File: src/rtl/spi_bus_arbiter_if.sv
// spi_bus_arbiter_if
// Bundles every signal between the arbiter, its two requesters and the SPI core.
//
// Handshake semantics (one place, applies to both requesters):
//   reqN_valid  : requester holds it high while it wants a transfer. It is
//                 treated as a fresh request whenever the arbiter is idle.
//                 The requester drops it once it sees reqN_busy=1.
//   reqN_busy   : the request was accepted and is in flight; fields were
//                 captured on the grant edge and may change freely afterwards.
//   reqN_done   : one-cycle pulse when the transfer completes; reqN_rdata is
//                 valid in that same cycle for reads.
//   reqN_err    : one-cycle pulse when the core never acknowledged (timeout
//                 build only; constant 0 otherwise).
//   spi_en      : held high from grant until the core raises spi_busy.
//   spi_busy    : core status; its falling edge ends a transfer.
//
// Modports:
//   slave  - the arbiter itself
//   master - the environment (requesters plus SPI core)

interface spi_bus_arbiter_if;
  logic       req0_valid, req1_valid;
  logic       req0_rw, req1_rw;
  logic [5:0] req0_addr, req1_addr;
  logic [7:0] req0_wdata, req1_wdata;
  logic       req0_busy, req1_busy;
  logic       req0_done, req1_done;
  logic [7:0] req0_rdata, req1_rdata;
  logic       req0_err, req1_err;
  logic       spi_en, spi_rw;
  logic [5:0] spi_address;
  logic [7:0] spi_wdata;
  logic       spi_busy;
  logic [7:0] spi_rdata;

  modport slave (
    input  req0_valid, req1_valid, req0_rw, req1_rw,
    input  req0_addr, req1_addr, req0_wdata, req1_wdata,
    input  spi_busy, spi_rdata,
    output req0_busy, req1_busy, req0_done, req1_done,
    output req0_rdata, req1_rdata, req0_err, req1_err,
    output spi_en, spi_rw, spi_address, spi_wdata
  );

  modport master (
    output req0_valid, req1_valid, req0_rw, req1_rw,
    output req0_addr, req1_addr, req0_wdata, req1_wdata,
    output spi_busy, spi_rdata,
    input  req0_busy, req1_busy, req0_done, req1_done,
    input  req0_rdata, req1_rdata, req0_err, req1_err,
    input  spi_en, spi_rw, spi_address, spi_wdata
  );
endinterface

File: src/rtl/spi_bus_arbiter.sv
// spi_bus_arbiter
// Shares one SPI core between two requesters with round-robin arbitration.
// FSM: IDLE -> ISSUE (spi_en high, waiting for the core to go busy)
//           -> WAIT_DONE (waiting for the core to finish) -> IDLE.
//
// Ports:
//   clk        - system clock, everything on posedge
//   rst        - synchronous, active-high reset
//   bus        - spi_bus_arbiter_if.slave (requester and SPI core signals)
//   fsm_state  - debug view of the FSM: 0=IDLE, 1=ISSUE, 2=WAIT_DONE
//
// Parameter:
//   ACK_TIMEOUT - cycles allowed in ISSUE for spi_busy to rise
//
// Build option:
//   SPI_ARB_TIMEOUT_EN - when defined, ISSUE gives up after ACK_TIMEOUT cycles
//   and pulses reqN_err; when undefined there is no counter and ISSUE waits
//   indefinitely.

module spi_bus_arbiter #(
  parameter int ACK_TIMEOUT = 64
) (
  input  logic             clk,
  input  logic             rst,
  spi_bus_arbiter_if.slave bus,
  output logic [1:0]       fsm_state
);

  typedef enum logic [1:0] {
    IDLE      = 2'd0,
    ISSUE     = 2'd1,
    WAIT_DONE = 2'd2
  } state_t;

  state_t     state, state_n;
  logic       last_grant, last_grant_n;
  logic       owner, owner_n;      // requester that owns the current transfer
  logic       pick;                // requester chosen in IDLE this cycle
  logic       spi_en_q, spi_en_n;
  logic       spi_rw_q, spi_rw_n;
  logic [5:0] addr_q, addr_n;
  logic [7:0] wdata_q, wdata_n;
  logic [1:0] busy_q, busy_n;
  logic [1:0] done_q, done_n;
  logic [7:0] rdata0_q, rdata0_n;
  logic [7:0] rdata1_q, rdata1_n;

`ifdef SPI_ARB_TIMEOUT_EN
  localparam int CW = (ACK_TIMEOUT < 2) ? 1 : $clog2(ACK_TIMEOUT);
  logic [CW-1:0] cnt_q, cnt_n;
  logic [1:0]    err_q, err_n;
`endif

  always_comb begin
    state_n      = state;
    last_grant_n = last_grant;
    owner_n      = owner;
    pick         = 1'b0;
    spi_en_n     = spi_en_q;
    spi_rw_n     = spi_rw_q;
    addr_n       = addr_q;
    wdata_n      = wdata_q;
    busy_n       = busy_q;
    done_n       = 2'b00;
    rdata0_n     = rdata0_q;
    rdata1_n     = rdata1_q;
`ifdef SPI_ARB_TIMEOUT_EN
    cnt_n        = cnt_q;
    err_n        = 2'b00;
`endif
    case (state)
      IDLE: begin
        // The bus is only free once the core reports idle, which also covers
        // a transfer left running across a reset.
        if (!bus.spi_busy && (bus.req0_valid || bus.req1_valid)) begin
          // On a tie, serve whoever was not served last; otherwise the one asking.
          pick     = (bus.req0_valid && bus.req1_valid) ? ~last_grant : bus.req1_valid;
          owner_n  = pick;
          spi_en_n = 1'b1;
          spi_rw_n = pick ? bus.req1_rw    : bus.req0_rw;
          addr_n   = pick ? bus.req1_addr  : bus.req0_addr;
          wdata_n  = pick ? bus.req1_wdata : bus.req0_wdata;
          busy_n   = pick ? 2'b10 : 2'b01;
          state_n  = ISSUE;
`ifdef SPI_ARB_TIMEOUT_EN
          cnt_n    = '0;
`endif
        end
      end
      ISSUE: begin
        if (bus.spi_busy) begin
          spi_en_n = 1'b0;
          state_n  = WAIT_DONE;
        end
`ifdef SPI_ARB_TIMEOUT_EN
        else if (cnt_q == CW'(ACK_TIMEOUT - 1)) begin
          spi_en_n     = 1'b0;
          busy_n       = 2'b00;
          err_n        = owner ? 2'b10 : 2'b01;
          last_grant_n = owner;
          state_n      = IDLE;
        end else begin
          cnt_n = cnt_q + 1'b1;
        end
`endif
      end
      WAIT_DONE: begin
        if (!bus.spi_busy) begin
          if (spi_rw_q) begin
            if (owner) rdata1_n = bus.spi_rdata;
            else       rdata0_n = bus.spi_rdata;
          end
          busy_n       = 2'b00;
          done_n       = owner ? 2'b10 : 2'b01;
          last_grant_n = owner;
          state_n      = IDLE;
        end
      end
      default: state_n = IDLE;
    endcase
  end

  always_ff @(posedge clk) begin
    if (rst) begin
      state      <= IDLE;
      last_grant <= 1'b1;
      owner      <= 1'b0;
      spi_en_q   <= 1'b0;
      spi_rw_q   <= 1'b1;
      addr_q     <= '0;
      wdata_q    <= '0;
      busy_q     <= '0;
      done_q     <= '0;
      rdata0_q   <= '0;
      rdata1_q   <= '0;
`ifdef SPI_ARB_TIMEOUT_EN
      cnt_q      <= '0;
      err_q      <= '0;
`endif
    end else begin
      state      <= state_n;
      last_grant <= last_grant_n;
      owner      <= owner_n;
      spi_en_q   <= spi_en_n;
      spi_rw_q   <= spi_rw_n;
      addr_q     <= addr_n;
      wdata_q    <= wdata_n;
      busy_q     <= busy_n;
      done_q     <= done_n;
      rdata0_q   <= rdata0_n;
      rdata1_q   <= rdata1_n;
`ifdef SPI_ARB_TIMEOUT_EN
      cnt_q      <= cnt_n;
      err_q      <= err_n;
`endif
    end
  end

  assign bus.spi_en      = spi_en_q;
  assign bus.spi_rw      = spi_rw_q;
  assign bus.spi_address = addr_q;
  assign bus.spi_wdata   = wdata_q;
  assign bus.req0_busy   = busy_q[0];
  assign bus.req1_busy   = busy_q[1];
  assign bus.req0_done   = done_q[0];
  assign bus.req1_done   = done_q[1];
  assign bus.req0_rdata  = rdata0_q;
  assign bus.req1_rdata  = rdata1_q;
`ifdef SPI_ARB_TIMEOUT_EN
  assign bus.req0_err    = err_q[0];
  assign bus.req1_err    = err_q[1];
`else
  assign bus.req0_err    = 1'b0;
  assign bus.req1_err    = 1'b0;
`endif
  assign fsm_state       = state;

endmodule
File: src/flat_wrapper.sv
// flat-port wrapper written by rule: the top's interface ports become plain ports
module spi_bus_arbiter_flat 
#(
  parameter int ACK_TIMEOUT = 64
)
  (clk, rst, fsm_state, bus_req0_valid, bus_req1_valid, bus_req0_rw, bus_req1_rw, bus_req0_addr, bus_req1_addr, bus_req0_wdata, bus_req1_wdata, bus_spi_busy, bus_spi_rdata, bus_req0_busy, bus_req1_busy, bus_req0_done, bus_req1_done, bus_req0_rdata, bus_req1_rdata, bus_req0_err, bus_req1_err, bus_spi_en, bus_spi_rw, bus_spi_address, bus_spi_wdata);
  spi_bus_arbiter_if bus_i ();
  input  logic clk;
  input  logic rst;
  output logic [1:0] fsm_state;
  input wire logic [$bits(bus_i.req0_valid)-1:0] bus_req0_valid;
  input wire logic [$bits(bus_i.req1_valid)-1:0] bus_req1_valid;
  input wire logic [$bits(bus_i.req0_rw)-1:0] bus_req0_rw;
  input wire logic [$bits(bus_i.req1_rw)-1:0] bus_req1_rw;
  input wire logic [$bits(bus_i.req0_addr)-1:0] bus_req0_addr;
  input wire logic [$bits(bus_i.req1_addr)-1:0] bus_req1_addr;
  input wire logic [$bits(bus_i.req0_wdata)-1:0] bus_req0_wdata;
  input wire logic [$bits(bus_i.req1_wdata)-1:0] bus_req1_wdata;
  input wire logic [$bits(bus_i.spi_busy)-1:0] bus_spi_busy;
  input wire logic [$bits(bus_i.spi_rdata)-1:0] bus_spi_rdata;
  output wire logic [$bits(bus_i.req0_busy)-1:0] bus_req0_busy;
  output wire logic [$bits(bus_i.req1_busy)-1:0] bus_req1_busy;
  output wire logic [$bits(bus_i.req0_done)-1:0] bus_req0_done;
  output wire logic [$bits(bus_i.req1_done)-1:0] bus_req1_done;
  output wire logic [$bits(bus_i.req0_rdata)-1:0] bus_req0_rdata;
  output wire logic [$bits(bus_i.req1_rdata)-1:0] bus_req1_rdata;
  output wire logic [$bits(bus_i.req0_err)-1:0] bus_req0_err;
  output wire logic [$bits(bus_i.req1_err)-1:0] bus_req1_err;
  output wire logic [$bits(bus_i.spi_en)-1:0] bus_spi_en;
  output wire logic [$bits(bus_i.spi_rw)-1:0] bus_spi_rw;
  output wire logic [$bits(bus_i.spi_address)-1:0] bus_spi_address;
  output wire logic [$bits(bus_i.spi_wdata)-1:0] bus_spi_wdata;
  assign bus_i.req0_valid = bus_req0_valid;
  assign bus_i.req1_valid = bus_req1_valid;
  assign bus_i.req0_rw = bus_req0_rw;
  assign bus_i.req1_rw = bus_req1_rw;
  assign bus_i.req0_addr = bus_req0_addr;
  assign bus_i.req1_addr = bus_req1_addr;
  assign bus_i.req0_wdata = bus_req0_wdata;
  assign bus_i.req1_wdata = bus_req1_wdata;
  assign bus_i.spi_busy = bus_spi_busy;
  assign bus_i.spi_rdata = bus_spi_rdata;
  assign bus_req0_busy = bus_i.req0_busy;
  assign bus_req1_busy = bus_i.req1_busy;
  assign bus_req0_done = bus_i.req0_done;
  assign bus_req1_done = bus_i.req1_done;
  assign bus_req0_rdata = bus_i.req0_rdata;
  assign bus_req1_rdata = bus_i.req1_rdata;
  assign bus_req0_err = bus_i.req0_err;
  assign bus_req1_err = bus_i.req1_err;
  assign bus_spi_en = bus_i.spi_en;
  assign bus_spi_rw = bus_i.spi_rw;
  assign bus_spi_address = bus_i.spi_address;
  assign bus_spi_wdata = bus_i.spi_wdata;
  spi_bus_arbiter #(.ACK_TIMEOUT(ACK_TIMEOUT)) u_core (.clk(clk), .rst(rst), .bus(bus_i), .fsm_state(fsm_state));
endmodule
File: config.mk
export PLATFORM = sky130hd
export DESIGN_NAME = spi_bus_arbiter_flat
export DESIGN_NICKNAME = d
export VERILOG_FILES = /design/src/rtl/spi_bus_arbiter_if.sv /design/src/rtl/spi_bus_arbiter.sv /design/src/flat_wrapper.sv
export SDC_FILE = /design/constraint.sdc
export NUM_CORES = 1
export LEC_CHECK = 0
export ABC_AREA = 1
export CORE_MARGIN = 2
export CORE_UTILIZATION = 40
export DETAILED_ROUTE_END_ITERATION = 8
export GPL_TIMING_DRIVEN = 1
export PLACE_DENSITY = 0.79
export RECOVER_POWER = 50
export SLEW_MARGIN = 30
export SYNTH_ARGS = -nofsm -noshare
export SYNTH_HDL_FRONTEND = slang
export SYNTH_SLANG_ARGS = --single-unit
File: constraint.sdc
create_clock -name clk -period 2.5 [get_ports clk]
set_clock_uncertainty 0.05 [all_clocks]
set_input_delay 0.5 -clock clk [delete_from_list [all_inputs] [get_ports clk]]
set_output_delay 0.5 -clock clk [all_outputs]
set_load 0.01 [all_outputs]
==> summary.txt <==
Worst setup path
  – CP Data Required Time: approximately 2.6 ns
  – Kind of end point of the critical path: register
  – Crit-path max FO: 18
  – R2r worst-path depth: 5
  – Crit path DAT: around 2.1 ns
  – Kind of critical path: in -> reg
  – Setup crit start kind: input pin

Clock tree
  – Cts bufs inserted: 5
  – CTS root buf: clkbuf_8
  – Setup bufs post-CTS: 0
  – CTS sink count: 40
  – # H-tree levels: 2
  – Max Root-Sink Buffers: 2
  – TritonCTS clock tree: built
  – CTS resizes: 0
  – Reg clk slew, reported paths: approximately 0.08 ns
  – Clock latency at the later pin of the worst-skew pair: around 0.29 ns
  – Cts-stage hold buffer count: 0

Synthesis
  – Sequential-to-total area share from yosys stat: 45.6%
  – Post-synth ARST share: 0%
  – Most frequent cells after synthesis: 80 x nand2_1, 40 x dfxtp_1, 27 x nand3_1
  – Count leader, synth: nand2_1
  – Ys Warns: 0
  – Flop and latch count out of synthesis: 40
  – Post-Syn Instances: 235
  – Dominant synthesized flop cell: dfxtp_1
  – Share of the synthesized area in the top cell type: between 40% and 50%
  – Syn Std Cell Area: between 1500 and 2000 sq um
  – Cell variety after synth: 23
  – Yosys top cell by area: dfxtp_1
  – Synth top area cells: dfxtp_1 46%, nand2_1 17%, nand3_1 7.7%, a21oi_1 6.6%, nor3_1 2.6%
  – EDFF count, synth: 0
  – Avg Inst Size Synth: between 7 and 8 sq um

Placement
  – PortBufs: 80
  – Dpl hpwl: 3300 um
  – GP Congestion: slightly below 0.9
  – Placed Area: between 2000 and 3000 sq um

Detailed routing
  – Drt pass-1 iters: 5
  – Post-route ant nets: 0
  – Initial DRC count: between 100 and 150
  – Total wire length: ~4500 um
  – Vias/cell: ~5
  – Routed wire per std cell: between 10 and 15 um
  – DRC violations left: 0
  – Vias: 1796

Final layout
  – Final #Nets: about 360
  – Finished Cell Area: between 2000 and 3000 sq um
  – Filler cells: ~390
  – N_diodes: 0
  – Storage cell area: ~800 sq um
  – Share of cells above drive strength 1: between 7 and 8%
  – Multi-input gate area: about 790 sq um
  – Layout overhead on the synthesized area: 50.9%

Hold path
  – HP Class: reg -> reg
  – Hold Path Stages: 2

Power and ir drop
  – Power Total: between 1 and 1.5 mW
  – Switch Pwr: around 0.36 mW
  – Peak supply drop: ~270 uV
  – Sw frac: 24.5%
  – Internal Power: around 1.1 mW
  – Part of the power in combinational logic: between 10% and 20%
  – Seq pwr share: about 46%
  – Pleak: roughly 1.1 nW
  – Clk pwr share: 37.3%
  – Pwr Density: about 560 nW/um^2

STA
  – # setup viols final: 0
  – Setup TNS: 0 ns
  – F_max: between 500 and 600 MHz
  – Min cycle time layout: 1.99 ns
  – Final period utilization: approximately 80%
  – Hold Fails Final Rpt: 0
  – Worst Tran Pin Value: about 0.73 ns
  – Final slew viol count: 0
  – Slew margin rel.: approximately 51%
  – RSZ-0062 raised after global routing: no

Die
  – Initial Utilization: approximately 41%
  – I/O pin count: 83
  – # rows: 24
  – Die area: 4940 sq um
  – Die height: approximately 70 um
  – Core ar.: around 4300 sq um
  – DIE WIDTH: roughly 70 um

GRT
  – First-pass GRT wire length: ~7200 um
  – Vias in the first global route: between 1.5k and 2k
  – Global-route usage over all layers: between 10% and 20%
  – Antenna violations before repair: 0
  – Pin count of the biggest net entering global routing: 24
  – Remaining Overflow, GRT: 0

Flow run
  – MaxCap Viol Count: 0

Run status
  – Status: finished clean
-- layer usage --
layer  part of all wire (%)  wire (um)  track usage, %  up-vias
met3                    4.5        203            2.45        6
met4                    1.3         59            7.05        0
li1                       -          -               -      921
met5                      0          0               0        -
met2                     49       2220            30.3       62
met1                     45       2010            23.4      807
-- path summary, 6_finish.rpt --
| check | start | end | slack (ns) |
|---|---|---|---|
| min | u_core.bus.req1_rdata[3] | u_core.bus.req1_rdata[3] | 0.41 |
| max reg2reg | u_core.fsm_state[0] | u_core.bus.req0_rdata[5] | 0.83 |
| min reg2reg | u_core.bus.req1_rdata[3] | u_core.bus.req1_rdata[3] | 0.41 |
| max | bus_req1_valid | u_core.bus.spi_wdata[6] | 0.51 |
-- cell type report --
class / count / area share, %
sequential: 40 / 30.2
clock buffer: 6 / 3.11
timing repair buffer: 82 / 31.2
clock inverter: 2 / 1.46
tap: 52 / 2.45
inverter: 10 / 1.60
multi-input combinational: 174 / 29.9
-- flip-flops by register name (all words and copies together) (netlist names) --
name,cells
u_core.owner,1
u_core.last_grant,1
u_core.done_q,2
u_core.bus.req0_rdata,8
u_core.bus.spi_wdata,8
u_core.bus.spi_en,1
u_core.bus.spi_address,6
u_core.fsm_state,2
u_core.bus.spi_rw,1
u_core.busy_q,2
u_core.bus.req1_rdata,8
-- per-stage QoR --
step | setup slack (ns) | cells | util, % | hold WS (ns)
after floorplan | 1.20 | 236 | - | 0.412
after global placement | 0.577 | 358 | 59.8 | 0.398
after detailed placement | 0.537 | 358 | 59.8 | 0.404
after CTS | 0.566 | 366 | 62.6 | 0.415
after global routing | 0.332 | 366 | 61.7 | 0.436
final | 0.512 | 366 | 61.7 | 0.415
-- critical path, cell delays in order --
cell,delay [ns]
dlygate4sd3_1,0.62
inv_1,0.06
nand2_1,0.08
nand3_1,0.53
nand2_1,0.25
a21oi_2,0.07
-- placed cells by master, fill, tap and decap left out --
cell type and n:
a211oi_1 1, a21oi_1 23, a21oi_2 4, buf_12 1, buf_4 1, bufinv_16 1
clkbuf_8 6, clkdlybuf4s50_1 69, clkinv_1 1, clkinv_4 1, conb_1 2, dfxtp_1 40
dlygate4sd3_1 11, inv_1 6, inv_2 1, inv_4 2, nand2_1 82, nand2_2 1
nand2_4 2, nand3_1 28, nor2_1 11, nor2_4 1, nor3_1 9, o21ai_0 9
o21ai_2 1
-- power groups by stage --
stage | Clock [mW] | Sequential [mW] | Combinational (mW)
2_1_floorplan | 0 | 0.704 | 0.119
3_3_place_gp | 0 | 0.694 | 0.257
3_5_place_dp | 0 | 0.694 | 0.261
4_1_cts | 0.562 | 0.680 | 0.263
5_1_grt | 0.587 | 0.683 | 0.278
6_report | 0.555 | 0.679 | 0.254
-- cell families after synthesis --
kind of cell	Yosys count	share of synthesized area [%]
AO/OA/AOI/OAI	38	12.0
buffers and inverters	22	7.33
flip-flops	40	45.6
other	1	0.213
AND/OR/NAND/NOR	134	34.8
Note: power is estimated with default switching activity, not from simulation.
